### src/rtl/sam_pkg.sv
// Shared trace definitions: frame constants, record layout and serializer states.
package sam_pkg;

  localparam logic [7:0]  TRACE_HDR         = 8'hA5;
  localparam int unsigned TRACE_FRAME_BYTES = 9;

  typedef struct packed {
    logic [31:0] npc;
    logic [31:0] wb;
  } trace_rec_t;

  typedef enum logic {S_IDLE, S_SEND} ser_state_t;

  // Byte idx of a frame: 0 is the header, then NPC and WB_OUT most-significant byte first.
  function automatic logic [7:0] trace_byte(input trace_rec_t rec, input logic [3:0] idx,
                                            input logic [7:0] hdr);
    logic [7:0] b;
    b = hdr;
    case (idx)
      4'd1: b = rec.npc[31:24];
      4'd2: b = rec.npc[23:16];
      4'd3: b = rec.npc[15:8];
      4'd4: b = rec.npc[7:0];
      4'd5: b = rec.wb[31:24];
      4'd6: b = rec.wb[23:16];
      4'd7: b = rec.wb[15:8];
      4'd8: b = rec.wb[7:0];
      default: b = hdr;
    endcase
    return b;
  endfunction

endpackage

### src/rtl/sam_sync_fifo.sv
// Single-clock FIFO with registered occupancy; a push into a full FIFO is
// accepted only when a pop happens on the same edge.
module sam_sync_fifo #(
  parameter int unsigned WIDTH = 64,
  parameter int unsigned DEPTH = 8
) (
  input  logic                     clk,
  input  logic                     RN,
  input  logic                     push,
  input  logic                     pop,
  input  logic [WIDTH-1:0]         din,
  output logic [WIDTH-1:0]         dout,
  output logic                     full,
  output logic                     empty,
  output logic [$clog2(DEPTH):0]   level
);

  localparam int unsigned AW = $clog2(DEPTH);

  logic [WIDTH-1:0] r_mem [DEPTH];
  logic [AW-1:0]    r_wr_ptr;
  logic [AW-1:0]    r_rd_ptr;
  logic [AW:0]      r_level;
  logic             w_push;
  logic             w_pop;

  assign full  = (r_level == (AW+1)'(DEPTH));
  assign empty = (r_level == '0);
  assign level = r_level;
  assign dout  = r_mem[r_rd_ptr];

  assign w_pop  = pop && !empty;
  assign w_push = push && (!full || w_pop);

  always_ff @(posedge clk or negedge RN) begin
    if (!RN) begin
      r_wr_ptr <= '0;
      r_rd_ptr <= '0;
      r_level  <= '0;
    end else begin
      if (w_push) r_wr_ptr <= r_wr_ptr + AW'(1);
      if (w_pop)  r_rd_ptr <= r_rd_ptr + AW'(1);
      case ({w_push, w_pop})
        2'b10:   r_level <= r_level + (AW+1)'(1);
        2'b01:   r_level <= r_level - (AW+1)'(1);
        default: r_level <= r_level;
      endcase
    end
  end

  always_ff @(posedge clk) begin
    if (w_push) r_mem[r_wr_ptr] <= din;
  end

endmodule

### src/rtl/sam_wb_trace.sv
// Commit-trace capture: records {NPC, WB_OUT} on every NPC change and streams
// each record as a 9-byte framed sequence over valid/ready.
module sam_wb_trace
  import sam_pkg::*;
#(
  parameter int unsigned DEPTH = 8,
  parameter logic [7:0]  HDR   = TRACE_HDR
) (
  input  logic                   clk,
  input  logic                   RN,
  input  logic [31:0]            NPC,
  input  logic [31:0]            WB_OUT,
  input  logic                   en,
  input  logic                   tx_ready,
  output logic                   tx_valid,
  output logic [7:0]             tx_data,
  output logic [$clog2(DEPTH):0] fifo_level,
  output logic [15:0]            overflow_cnt
);

  localparam logic [3:0] LAST_IDX = 4'(TRACE_FRAME_BYTES - 1);

  logic [31:0] r_prev_npc;
  logic [15:0] r_ovf;
  logic        w_cap;
  logic        w_push;
  logic        w_pop;
  logic        w_full;
  logic        w_empty;
  trace_rec_t  w_din;
  trace_rec_t  w_dout;

  ser_state_t  r_state, w_state_nx;
  logic [3:0]  r_idx, w_idx_nx;
  logic        r_valid, w_valid_nx;
  logic [7:0]  r_data, w_data_nx;
  trace_rec_t  r_rec, w_rec_nx;

  // prev_npc tracks NPC even while disabled so re-enabling never fires on a stale value.
  assign w_cap  = en && (NPC != r_prev_npc);
  assign w_push = w_cap && (!w_full || w_pop);
  assign w_din  = '{npc: NPC, wb: WB_OUT};

  sam_sync_fifo #(
    .WIDTH ($bits(trace_rec_t)),
    .DEPTH (DEPTH)
  ) u_fifo (
    .clk   (clk),
    .RN    (RN),
    .push  (w_push),
    .pop   (w_pop),
    .din   (w_din),
    .dout  (w_dout),
    .full  (w_full),
    .empty (w_empty),
    .level (fifo_level)
  );

  always_ff @(posedge clk or negedge RN) begin
    if (!RN) begin
      r_prev_npc <= '1;
      r_ovf      <= '0;
    end else begin
      r_prev_npc <= NPC;
      if (w_cap && w_full && !w_pop && (r_ovf != '1)) r_ovf <= r_ovf + 16'd1;
    end
  end

  always_comb begin
    w_state_nx = r_state;
    w_idx_nx   = r_idx;
    w_valid_nx = r_valid;
    w_data_nx  = r_data;
    w_rec_nx   = r_rec;
    w_pop      = 1'b0;
    case (r_state)
      S_IDLE: w_pop = !w_empty;
      S_SEND: begin
        if (r_valid && tx_ready) begin
          if (r_idx == LAST_IDX) begin
            if (!w_empty) begin
              w_pop = 1'b1;
            end else begin
              w_state_nx = S_IDLE;
              w_valid_nx = 1'b0;
            end
          end else begin
            w_idx_nx  = r_idx + 4'd1;
            w_data_nx = trace_byte(r_rec, r_idx + 4'd1, HDR);
          end
        end
      end
      default: w_state_nx = S_IDLE;
    endcase
    // A pop always starts a fresh frame, whether from idle or straight after the last byte.
    if (w_pop) begin
      w_state_nx = S_SEND;
      w_idx_nx   = '0;
      w_valid_nx = 1'b1;
      w_data_nx  = HDR;
      w_rec_nx   = w_dout;
    end
  end

  always_ff @(posedge clk or negedge RN) begin
    if (!RN) begin
      r_state <= S_IDLE;
      r_idx   <= '0;
      r_valid <= 1'b0;
      r_data  <= '0;
      r_rec   <= '0;
    end else begin
      r_state <= w_state_nx;
      r_idx   <= w_idx_nx;
      r_valid <= w_valid_nx;
      r_data  <= w_data_nx;
      r_rec   <= w_rec_nx;
    end
  end

  assign tx_valid     = r_valid;
  assign tx_data      = r_data;
  assign overflow_cnt = r_ovf;

endmodule

### config.mk
export PLATFORM = sky130hd
export DESIGN_NAME = sam_wb_trace
export DESIGN_NICKNAME = d
export VERILOG_FILES = /design/src/rtl/sam_pkg.sv /design/src/rtl/sam_sync_fifo.sv /design/src/rtl/sam_wb_trace.sv
export SDC_FILE = /design/constraint.sdc
export NUM_CORES = 1
export LEC_CHECK = 0
export ABC_CLOCK_PERIOD_IN_PS = 10300
export BUFFER_PORTS_ARGS = -buffer_cell sky130_fd_sc_hd__buf_2
export CORE_MARGIN = 1
export CORE_UTILIZATION = 37
export CTS_CLUSTER_DIAMETER = 30
export CTS_CLUSTER_SIZE = 24
export DETAILED_ROUTE_END_ITERATION = 8
export GPL_TIMING_DRIVEN = 0
export HOLD_SLACK_MARGIN = 0.05
export SYNTH_ARGS = -nofsm -noshare
export SYNTH_HDL_FRONTEND = slang
export SYNTH_SLANG_ARGS = --single-unit
export TNS_END_PERCENT = 1
### constraint.sdc
create_clock -name clk -period 10.3 [get_ports clk]
set_input_delay 1.545 -clock clk [delete_from_list [all_inputs] [get_ports clk]]
set_output_delay 1.545 -clock clk [all_outputs]
set_load 0.005 [all_outputs]
-- Word level (Yosys, flattened, before mapping)
Memories as Yosys holds them, arrays and structs flattened. A register that Yosys moved wholly into a read port is not among the register bits.
Cells that the tools add are included.
- register bits: 72
- RAM bits: 512
- output and inout bits: 29
- logic and storage cells: 79
- memories: 1
- memories (memory ; words ; bits a word ; rd ports ; clocked after memory_dff ; wr ports ; RTL line ; source):
    u_fifo.r_mem ; 8 ; 64 ; 1 ; 1 ; 1 ; sam_sync_fifo.sv:20 ; logic [WIDTH-1:0] r_mem [DEPTH];
- add/subtract/negate cells: 6
- equality and inequality tests: 15
- muxes and demuxes: 25
- bitwise operators: 1
- reductions and logical operators: 22
- operators by type and width (operator ; number):
    8-bit one-hot mux with 8 select lines ; 1
    8-bit 2-to-1 mux ; 4
    32-bit != test ; 1
    16-bit by 1-bit adder with 16-bit output (second input constant) ; 1
    4-bit by 3-bit == test with 1-bit output (second input constant) ; 4
    4-bit 2-to-1 mux ; 4
    16-bit != test (second input constant) ; 1
    1-bit 2-to-1 mux ; 14
    4-bit == test (second input constant) ; 3
    2-bit nonzero test ; 5
    4-bit by 1-bit adder with 4-bit output (second input constant) ; 2
    4-bit by 2-bit == test with 1-bit output (second input constant) ; 2
    1-bit logical AND ; 8
    4-bit one-hot mux with 2 select lines ; 1
    3-bit by 1-bit adder with 3-bit output (second input constant) ; 2
    4-bit by 1-bit == test with 1-bit output (second input constant) ; 1
    1-bit logical NOT ; 4
    4-bit logical NOT ; 1
    4-bit AND reduction ; 1
    4-bit by 1-bit subtractor with 4-bit output (second input constant) ; 1
    3-bit AND reduction ; 1
    2-bit by 1-bit == test with 1-bit output (second input constant) ; 1
    2-bit == test (second input constant) ; 1
    1-bit logical OR ; 2
    3 further kinds ; 3

-- Longest topological paths before layout
Gate-level depths: netlist of run 1.
- depth in word-level cells: 10
- mapped depth: 15
- depth with buffers taken out: 14

-- Hierarchy
From an unflattened synthesis of run 1, not the netlist that was laid out.
- cell total of the unflattened synthesis: 1246
- area, all modules: 25469.4 um^2
- by module, submodules not included (module ; instances ; cells each ; area each (um^2)):
    sam_sync_fifo ; 1 ; 808 ; 19856.5
    sam_wb_trace ; 1 ; 438 ; 5612.9

-- Worst setup path before layout of run 1
Ideal clock, no wire load.
- path type: input port to flip-flop
- from: in tx_ready
- to: mem u_fifo.r_mem[2][0], enable pin
- library setup time: 0.578 ns
- data arrival time: 7.004 ns
- data required time: 9.722 ns
- slack: 2.718 ns
- stages on the path: 7
- cell sequence: nand2_1 -> o21a_1 -> nand3_1 -> and3_1 -> buf_2 -> nand2b_1 -> nor3b_1
- longest elaborated chain between the ends: 8
- RTL lines (what ; RTL line ; source):
    start: declaration ; sam_wb_trace.sv:14 ; input logic tx_ready,
    1-bit logical AND (*) ; sam_wb_trace.sv:79 ; if (r_valid && tx_ready) begin
    1-bit 2-to-1 mux (*) ; sam_wb_trace.sv:79 ;
    1-bit one-hot mux with 2 select lines (*) ; sam_wb_trace.sv:76 ; case (r_state)
    1-bit logical OR / 1-bit logical AND (equally long branches) ; sam_wb_trace.sv:41, sam_sync_fifo.sv:32 ;
    1-bit logical AND / 1-bit logical OR (equally long branches) ; sam_wb_trace.sv:41, sam_sync_fifo.sv:33 ;
    1-bit logical AND (*) ; sam_sync_fifo.sv:33 ; assign w_push = push && (!full || w_pop);
    1-bit 2-to-1 mux (*) ; sam_sync_fifo.sv:52 ; if (w_push) r_mem[r_wr_ptr] <= din;
    1-bit 2-to-1 mux (implied by the code) (*) ; sam_sync_fifo.sv:52 ;
    end: declaration ; sam_sync_fifo.sv:20 ;
Mark *: on every way between the ends. The rest lies on a longest branch, timed or not.

-- Worst setup path in the final report of run 1
- from: in NPC[13]
- to: mem u_fifo.r_mem[0][0], enable pin
- longest elaborated chain between the ends: 6
- RTL lines (what ; RTL line ; source):
    start: declaration ; sam_wb_trace.sv:11 ; input logic [31:0] NPC,
    32-bit != test ; sam_wb_trace.sv:40 ; assign w_cap = en && (NPC != r_prev_npc);
    1-bit logical AND ; sam_wb_trace.sv:40 ;
    1-bit logical AND ; sam_wb_trace.sv:41 ; assign w_push = w_cap && (!w_full || w_pop);
    1-bit logical AND ; sam_sync_fifo.sv:33 ;
    1-bit 2-to-1 mux ; sam_sync_fifo.sv:52 ;
    1-bit 2-to-1 mux (implied by the code) ; sam_sync_fifo.sv:52 ;
Every way passes these cells.

==> impl_metrics.py, run 1 <==
metrics = {
    "placement": {
        "place.gp.congestion": 0.875,
        "place_area_mm2": 0.0274,
        "hpwl_um": 39100,
        "portBuffers": 96,
        "dp_slack_ns": 5.32,
    },
    "final_layout": {
        "final_area_mm2": 0.0315,
        "most-common-layout-cells": "512 x edfxtp_1, 128 x mux4_2, 123 x buf_2",
        "finish.net_count": 1668,
        "fillerInstances": 5697,
        "syn2layout_area_growth_pct": 25.1,
        "final_layout_size_suffix_gt1_frac": 0.334,
        "layout_commonest_cell": "edfxtp_1",
        "final_util": 0.468,
    },
    "drt": {
        "drtAntennaViolNets": 0,
        "drt-total-wl_um": 58100,
        "initialDrtViolationCount": 1143,
        "dr.pass1.iters": 5,
        "drt-vias-per-instance": 5.21,
        "via_count": 13400,
        "drc_errors": 0,
        "wl_per_cell_um": 22.6,
    },
    "worst_setup_path": {
        "cp_max_fo": 10,
        "critPathKind": "input port to flip-flop",
        "crit_top_cell": "buf_6",
        "reg2regPathDepth": 13,
        "cpMaxStageDelayCell": "nor3_2",
        "critPathCaptureType": "flip-flop",
        "regToRegSetupSlack_ns": 6.50,
        "r2r_start": "r_idx[0]",
        "crit_chain": "buf_2, xnor2_1, nand4_1, nor4_1, nand2_1, and3_1, buf_2, nand2b_1, nor3_2, buf_6, buf_6, buf_6, buf_4",
        "required_ns": 10.65,
        "rr_endpoint": "u_fifo.r_mem[0][0]",
        "cpPeakStageDelay_ns": 0.57,
        "arrival_ns": 4.63,
        "start_kind": "input port",
    },
    "status": {
        "status": "finished, final reports clean",
    },
    "global_route": {
        "antenna_found_initial": 5,
        "grt_pass1_vias": 13900,
        "grt_pass1_wl_um": 88200,
        "gr-total-overflow": 0,
        "grt_use_total": 0.171,
        "grt_max_degree": 97,
    },
    "worst_hold_path": {
        "hp-start": "r_rec[57]",
        "min_path_cells": 2,
        "min_to": "r_rec[57]",
        "hp-class": "flip-flop to flip-flop",
    },
    "cts": {
        "ctsRootBufferMaster": "clkbuf_16",
        "cts_hold_buf": 0,
        "clk_pin_slew_ns": 0.05,
        "cts_tree": "yes",
        "cts.sinks": 648,
        "insertion_delay_ns": 0.66,
        "cts_buffers": 118,
        "cts_resized": 0,
        "cts_max_path_buffers": 3,
        "cts_setup_buffers": 0,
        "htreeDepth": 3,
    },
    "logic_synthesis": {
        "synth_top_area_share": 0.611,
        "syn_nets": 1399,
        "synth_area_mm2": 0.0252,
        "post_synth.cell_area_avg_um2": 19.1,
        "yosys_warnings": 0,
        "synth_seq_cells": 648,
        "synthTopCellsByArea": "edfxtp_1 61%, mux4_2 11%, dfrtp_1 10%, dfstp_2 3.3%, mux2i_1 2.5%",
        "synth_largest_area_cell": "edfxtp_1",
        "seq_area_frac_synth": 0.748,
        "yosysUniqueCellTypes": 52,
        "synth_cells": 1320,
    },
    "sta": {
        "finalSetupViolCount": 0,
        "tightestPinTransition_ns": 0.983,
        "fmax_mhz": 234,
        "finalCritPeriodShare": 0.415,
        "maxSlewHeadroom": 0.345,
        "rsz0062_at_grt": "no",
        "slew_violations": 0,
        "period_needed_ns": 4.28,
        "hold_viol": 0,
        "skew_ns": 0.0295,
        "fin_ws_ns": 6.02,
        "setup_tns_ns": 0,
    },
    "floorplanning": {
        "start_util": 0.374,
        "pin_count": 97,
        "core_area_mm2": 0.0673,
        "dieWidth_um": 263,
        "die_y_um": 263,
        "die-area_mm2": 0.0691,
        "placementRows": 95,
    },
    "power": {
        "p_per_area_mw_per_mm2": 297,
        "total_power_uw": 9350,
        "irDropWorstVdd_v": 0.000156,
        "leakagePower_uw": 0.0110,
    },
    "flow_run": {
        "cap_violations": 0,
    },
}
-- critical path, delay by kind of cell --
kind                   cells  cell delay (ns)
AND/OR/NAND/NOR            6             1.69
XOR/XNOR                   1             0.18
buffers and inverters      6             1.17
-- sequential cells by signal, indices dropped and copies added, names as in the netlist --
signal and count:
u_fifo.r_mem 512, r_rec 64, r_prev_npc 32, overflow_cnt 16, tx_data 8, r_idx 4, u_fifo.level 4, u_fifo.r_rd_ptr 3
u_fifo.r_wr_ptr 3, r_state 1, tx_valid 1
-- cells by family (layout without fill, tap and decap cells) --
kind of cell,count (synthesis),after routing,synth area share
mux,197,197,0.142
xor+xnor,56,56,0.0195
flops,648,648,0.748
simple gates,191,191,0.0366
buf+inv,77,451,0.0139
other cells,0,2,0
fa+ha+maj,11,11,0.00547
compound gates,140,140,0.0346
-- power by group --
part | total [uW] | leakage [uW] | internal [uW] | switching [uW]
clock network | 3810 | 0.00193 | 2440 | 1370
logic | 2040 | 0.00294 | 874 | 1170
registers | 3500 | 0.00614 | 3300 | 198
total | 9350 | 0.0110 | 6620 | 2730
-- through the flow --
step	cells	hold WS, ns
after floorplan	1320	0.442
after global placement	2289	0.471
after detailed placement	2342	0.474
after CTS	2567	0.481
after global routing	2568	0.501
final	2569	0.477
-- area by class of cell --
| class | instances | area (um2) | share of cell area |
|---|---|---|---|
| Antenna cell | 2 | 5.00 | 0.000159 |
| Timing Repair Buffer | 149 | 1130 | 0.0359 |
| Clock inverter | 84 | 887 | 0.0282 |
| Tap cell | 873 | 1090 | 0.0347 |
| Sequential cell | 648 | 18800 | 0.598 |
| Multi-Input combinational cell | 595 | 6040 | 0.192 |
| Clock buffer | 141 | 3150 | 0.100 |
| Buffer | 69 | 320 | 0.0102 |
| Inverter | 8 | 30.0 | 0.000954 |
-- cells in the mapped netlist (all sizes together) --
| master | count |
|---|---|
| nand2 | 94 |
| edfxtp | 512 |
| a21oi | 18 |
| nor3 | 10 |
| o21ai | 73 |
| nor2b | 1 |
| or3 | 2 |
| nand2b | 3 |
| a21bo | 1 |
| dfstp | 32 |
| nand3 | 14 |
| a22oi | 4 |
| mux2 | 5 |
| a222oi | 8 |
| o21a | 2 |
| o22ai | 5 |
| a221oi | 4 |
| and2 | 4 |
| a31oi | 2 |
| clkbuf | 34 |
| and3 | 7 |
| o221ai | 3 |
| a311oi | 1 |
| o2bb2ai | 1 |
| or2 | 1 |
| dfrtp | 104 |
| nor4 | 8 |
| a2111oi | 1 |
| inv | 8 |
| nand3b | 4 |
| nand4 | 16 |
| buf | 35 |
| xor2 | 8 |
| xnor2 | 48 |
| ha | 11 |
| nor3b | 4 |
| a211oi | 4 |
| a22o | 11 |
| mux4 | 128 |
| mux2i | 64 |
| nor2 | 23 |
| o31ai | 2 |
-- worst max-delay path by stage --
stage	from	endpoint	slack, ns	depth (start not counted)
2_1_floorplan	tx_ready	u_fifo.r_mem[2][0]	2.72	7
3_3_place_gp	NPC[13]	u_fifo.r_mem[4][5]	-3.12	9
3_5_place_dp	NPC[13]	u_fifo.r_mem[0][3]	5.32	13
4_1_cts	NPC[13]	u_fifo.r_mem[0][0]	6.01	13
5_1_grt	NPC[13]	u_fifo.r_mem[0][62]	5.89	13
6_report	NPC[13]	u_fifo.r_mem[0][0]	6.02	13
-- layer usage --
metal / GRT usage / vias up / share of wire
met3: 0.0339 / 97 / 0.053
li1: - / 5872 / -
met4: 0.0537 / 6 / 0.019
met1: 0.234 / 7028 / 0.44
met2: 0.276 / 374 / 0.49
met5: 0 / - / 0.00062
(Power assumes the default switching activity.)
==> run 2, diff against run 1 <==
--- a/config.mk
+++ b/config.mk
@@ -5,7 +5,7 @@
 export SDC_FILE = /design/constraint.sdc
 export NUM_CORES = 1
 export LEC_CHECK = 0
-export ABC_CLOCK_PERIOD_IN_PS = 10300
+export ABC_CLOCK_PERIOD_IN_PS = 4240
 export BUFFER_PORTS_ARGS = -buffer_cell sky130_fd_sc_hd__buf_2
 export CORE_MARGIN = 1
 export CORE_UTILIZATION = 37
==> constraint.sdc (replaced) <==
create_clock -name clk -period 4.24 [get_ports clk]
set_input_delay 0.636 -clock clk [delete_from_list [all_inputs] [get_ports clk]]
set_output_delay 0.636 -clock clk [all_outputs]
set_load 0.005 [all_outputs]
==> run 2 against run 1 <==
Compared with the run above:
- critical path depth is 1 lower
- combinational power is 150% higher
- core utilization is 0.29 points higher
- first-iteration DRC count is 0.52% higher
- via count is 1.1% lower
- clock-buffer cell count is 5 lower
- clock power is 150% higher
- critical path type is now flip-flop to flip-flop
- critical endpoint is now u_fifo.r_mem[4][10]
- largest power group unchanged
==> impl_metrics.py, run 2 (same netlist as run 1, synthesis figures left out) <==
metrics = {
    "status": {
        "status": "finished, final reports clean",
    },
    "power": {
        "clkPwrFrac": 0.413,
        "p_int_uw": 16500,
        "irDropWorstVdd_v": 0.000359,
        "p_per_area_mw_per_mm2": 728,
        "combPwrFrac": 0.218,
        "p_seq_frac": 0.369,
        "leakagePower_uw": 0.0110,
        "p_sw_uw": 6590,
        "swShare": 0.286,
        "total_power_uw": 23100,
    },
    "global_route": {
        "antenna_found_initial": 4,
        "grt_pass1_vias": 13900,
        "grt_pass1_wl_um": 89000,
        "grt_use_total": 0.172,
        "gr-total-overflow": 0,
        "grt_max_degree": 93,
    },
    "sta": {
        "hold_viol": 0,
        "tightestPinTransition_ns": 1.10,
        "finalSetupViolCount": 0,
        "maxSlewHeadroom": 0.268,
        "period_needed_ns": 3.91,
        "skew_ns": 0.0264,
        "fmax_mhz": 256,
        "finalCritPeriodShare": 0.921,
        "slew_violations": 0,
        "hold_ws_ns": 0.158,
        "setup_tns_ns": 0,
        "rsz0062_at_grt": "no",
    },
    "cts": {
        "cts_tree": "yes",
        "cts_buffers": 119,
        "cts.sinks": 648,
        "cts_hold_buf": 1,
        "insertion_delay_ns": 0.66,
        "cts_resized": 0,
        "cts_setup_buffers": 0,
        "htreeDepth": 3,
        "cts_max_path_buffers": 3,
        "clk_pin_slew_ns": 0.05,
        "ctsRootBufferMaster": "clkbuf_16",
    },
    "flow_run": {
        "cap_violations": 0,
    },
    "worst_setup_path": {
        "required_ns": 4.60,
        "arrival_ns": 4.26,
        "crit_chain": "inv_1, ha_1, nand3b_1, o21a_1, nand3_1, and3_1, buf_2, nand2b_1, nor3b_4, buf_8, buf_8, buf_16",
        "start_kind": "flip-flop",
        "cpPeakStageDelay_ns": 0.83,
        "crit_top_cell": "buf_8",
        "critPathCaptureType": "flip-flop",
        "cpMaxStageDelayCell": "nor3b_4",
        "critPathKind": "flip-flop to flip-flop",
        "cp_max_fo": 14,
    },
    "final_layout": {
        "fillerInstances": 5643,
        "final_layout_size_suffix_gt1_frac": 0.328,
        "multi_input_area_mm2": 0.00608,
        "most-common-layout-cells": "512 x edfxtp_1, 128 x mux4_2, 123 x buf_2",
        "final_area_mm2": 0.0317,
        "largest_reg_flops": 512,
        "syn2layout_area_growth_pct": 25.9,
        "largest-register": "u_fifo.r_mem",
        "diodes": 0,
        "layout_commonest_cell": "edfxtp_1",
        "finish.net_count": 1651,
        "final_cells": 2551,
        "regArea_mm2": 0.0188,
        "reg.largest.list": "u_fifo.r_mem (512), r_rec (64), r_prev_npc (32)",
    },
    "drt": {
        "drt-total-wl_um": 58300,
        "initialDrtViolationCount": 1149,
        "dr.pass1.iters": 5,
        "via_count": 13200,
        "drtAntennaViolNets": 0,
        "wl_per_cell_um": 22.8,
        "drt-vias-per-instance": 5.19,
        "drc_errors": 0,
    },
    "placement": {
        "hpwl_um": 38700,
        "place_inst": 2323,
        "place_area_mm2": 0.0275,
        "portBuffers": 96,
        "place.gp.congestion": 0.856,
    },
    "floorplanning": {
        "pin_count": 97,
        "core_area_mm2": 0.0673,
        "die_y_um": 263,
        "placementRows": 95,
        "start_util": 0.374,
        "dieWidth_um": 263,
        "die-area_mm2": 0.0691,
    },
    "worst_hold_path": {
        "hp-class": "input port to flip-flop",
    },
}
run 2: routing by layer:
metal | vias up | routed length (um) | GRT usage
li1 | 5823 | - | -
met1 | 6911 | 25000 | 0.230
met2 | 409 | 28700 | 0.282
met3 | 84 | 3480 | 0.0351
met4 | 6 | 1120 | 0.0552
met5 | - | 35 | 0
run 2: power by group through the flow:
| stage | sequential [uW] | clock, uW | combinational [uW] |
|---|---|---|---|
| after floorplan | 8480 | 0 | 3200 |
| after global placement | 8700 | 0 | 4680 |
| after detailed placement | 8610 | 0 | 5110 |
| after CTS | 8510 | 9680 | 5140 |
| after global routing | 8600 | 9980 | 5450 |
| final | 8510 | 9520 | 5030 |
run 2: layout make-up:
type / count / share of cell area
plain buffers: 69 / 0.0101
clock buffers: 136 / 0.0983
clock inverters: 91 / 0.0324
inverters: 8 / 0.000948
multi-input cells: 595 / 0.192
flip-flops and latches: 648 / 0.594
well taps: 873 / 0.0345
repair buffers: 131 / 0.0376
run 2: through the flow:
step / utilization / worst slack, ns
after detailed placement: 0.409 / 0.131
after global routing: 0.471 / 0.166
after global placement: 0.398 / -3.98
after floorplan: - / -0.547
after CTS: 0.471 / 0.252
final: 0.471 / 0.334
run 2: final timing paths:
check | from | end | slack [ns] | cells past startpoint
setup / recovery | r_idx[0] | u_fifo.r_mem[4][10] | 0.33 | 12
hold / removal | NPC[31] | r_prev_npc[31] | 0.16 | 1
max in group asynchronous | RN | r_prev_npc[25] | 2.86 | 3
setup reg to reg | r_idx[0] | u_fifo.r_mem[4][10] | 0.33 | 12
min in group asynchronous | RN | overflow_cnt[14] | 0.52 | 2
hold reg to reg | r_rec[61] | r_rec[61] | 0.48 | 2
run 2: worst max-delay path, delay by kind of cell (launching register included):
| kind | cells | cell delay (ns) |
|---|---|---|
| flops | 1 | 0.50 |
| fa+ha+maj | 1 | 0.21 |
| compound gates | 1 | 0.30 |
| buf+inv | 5 | 0.96 |
| simple gates | 5 | 1.58 |
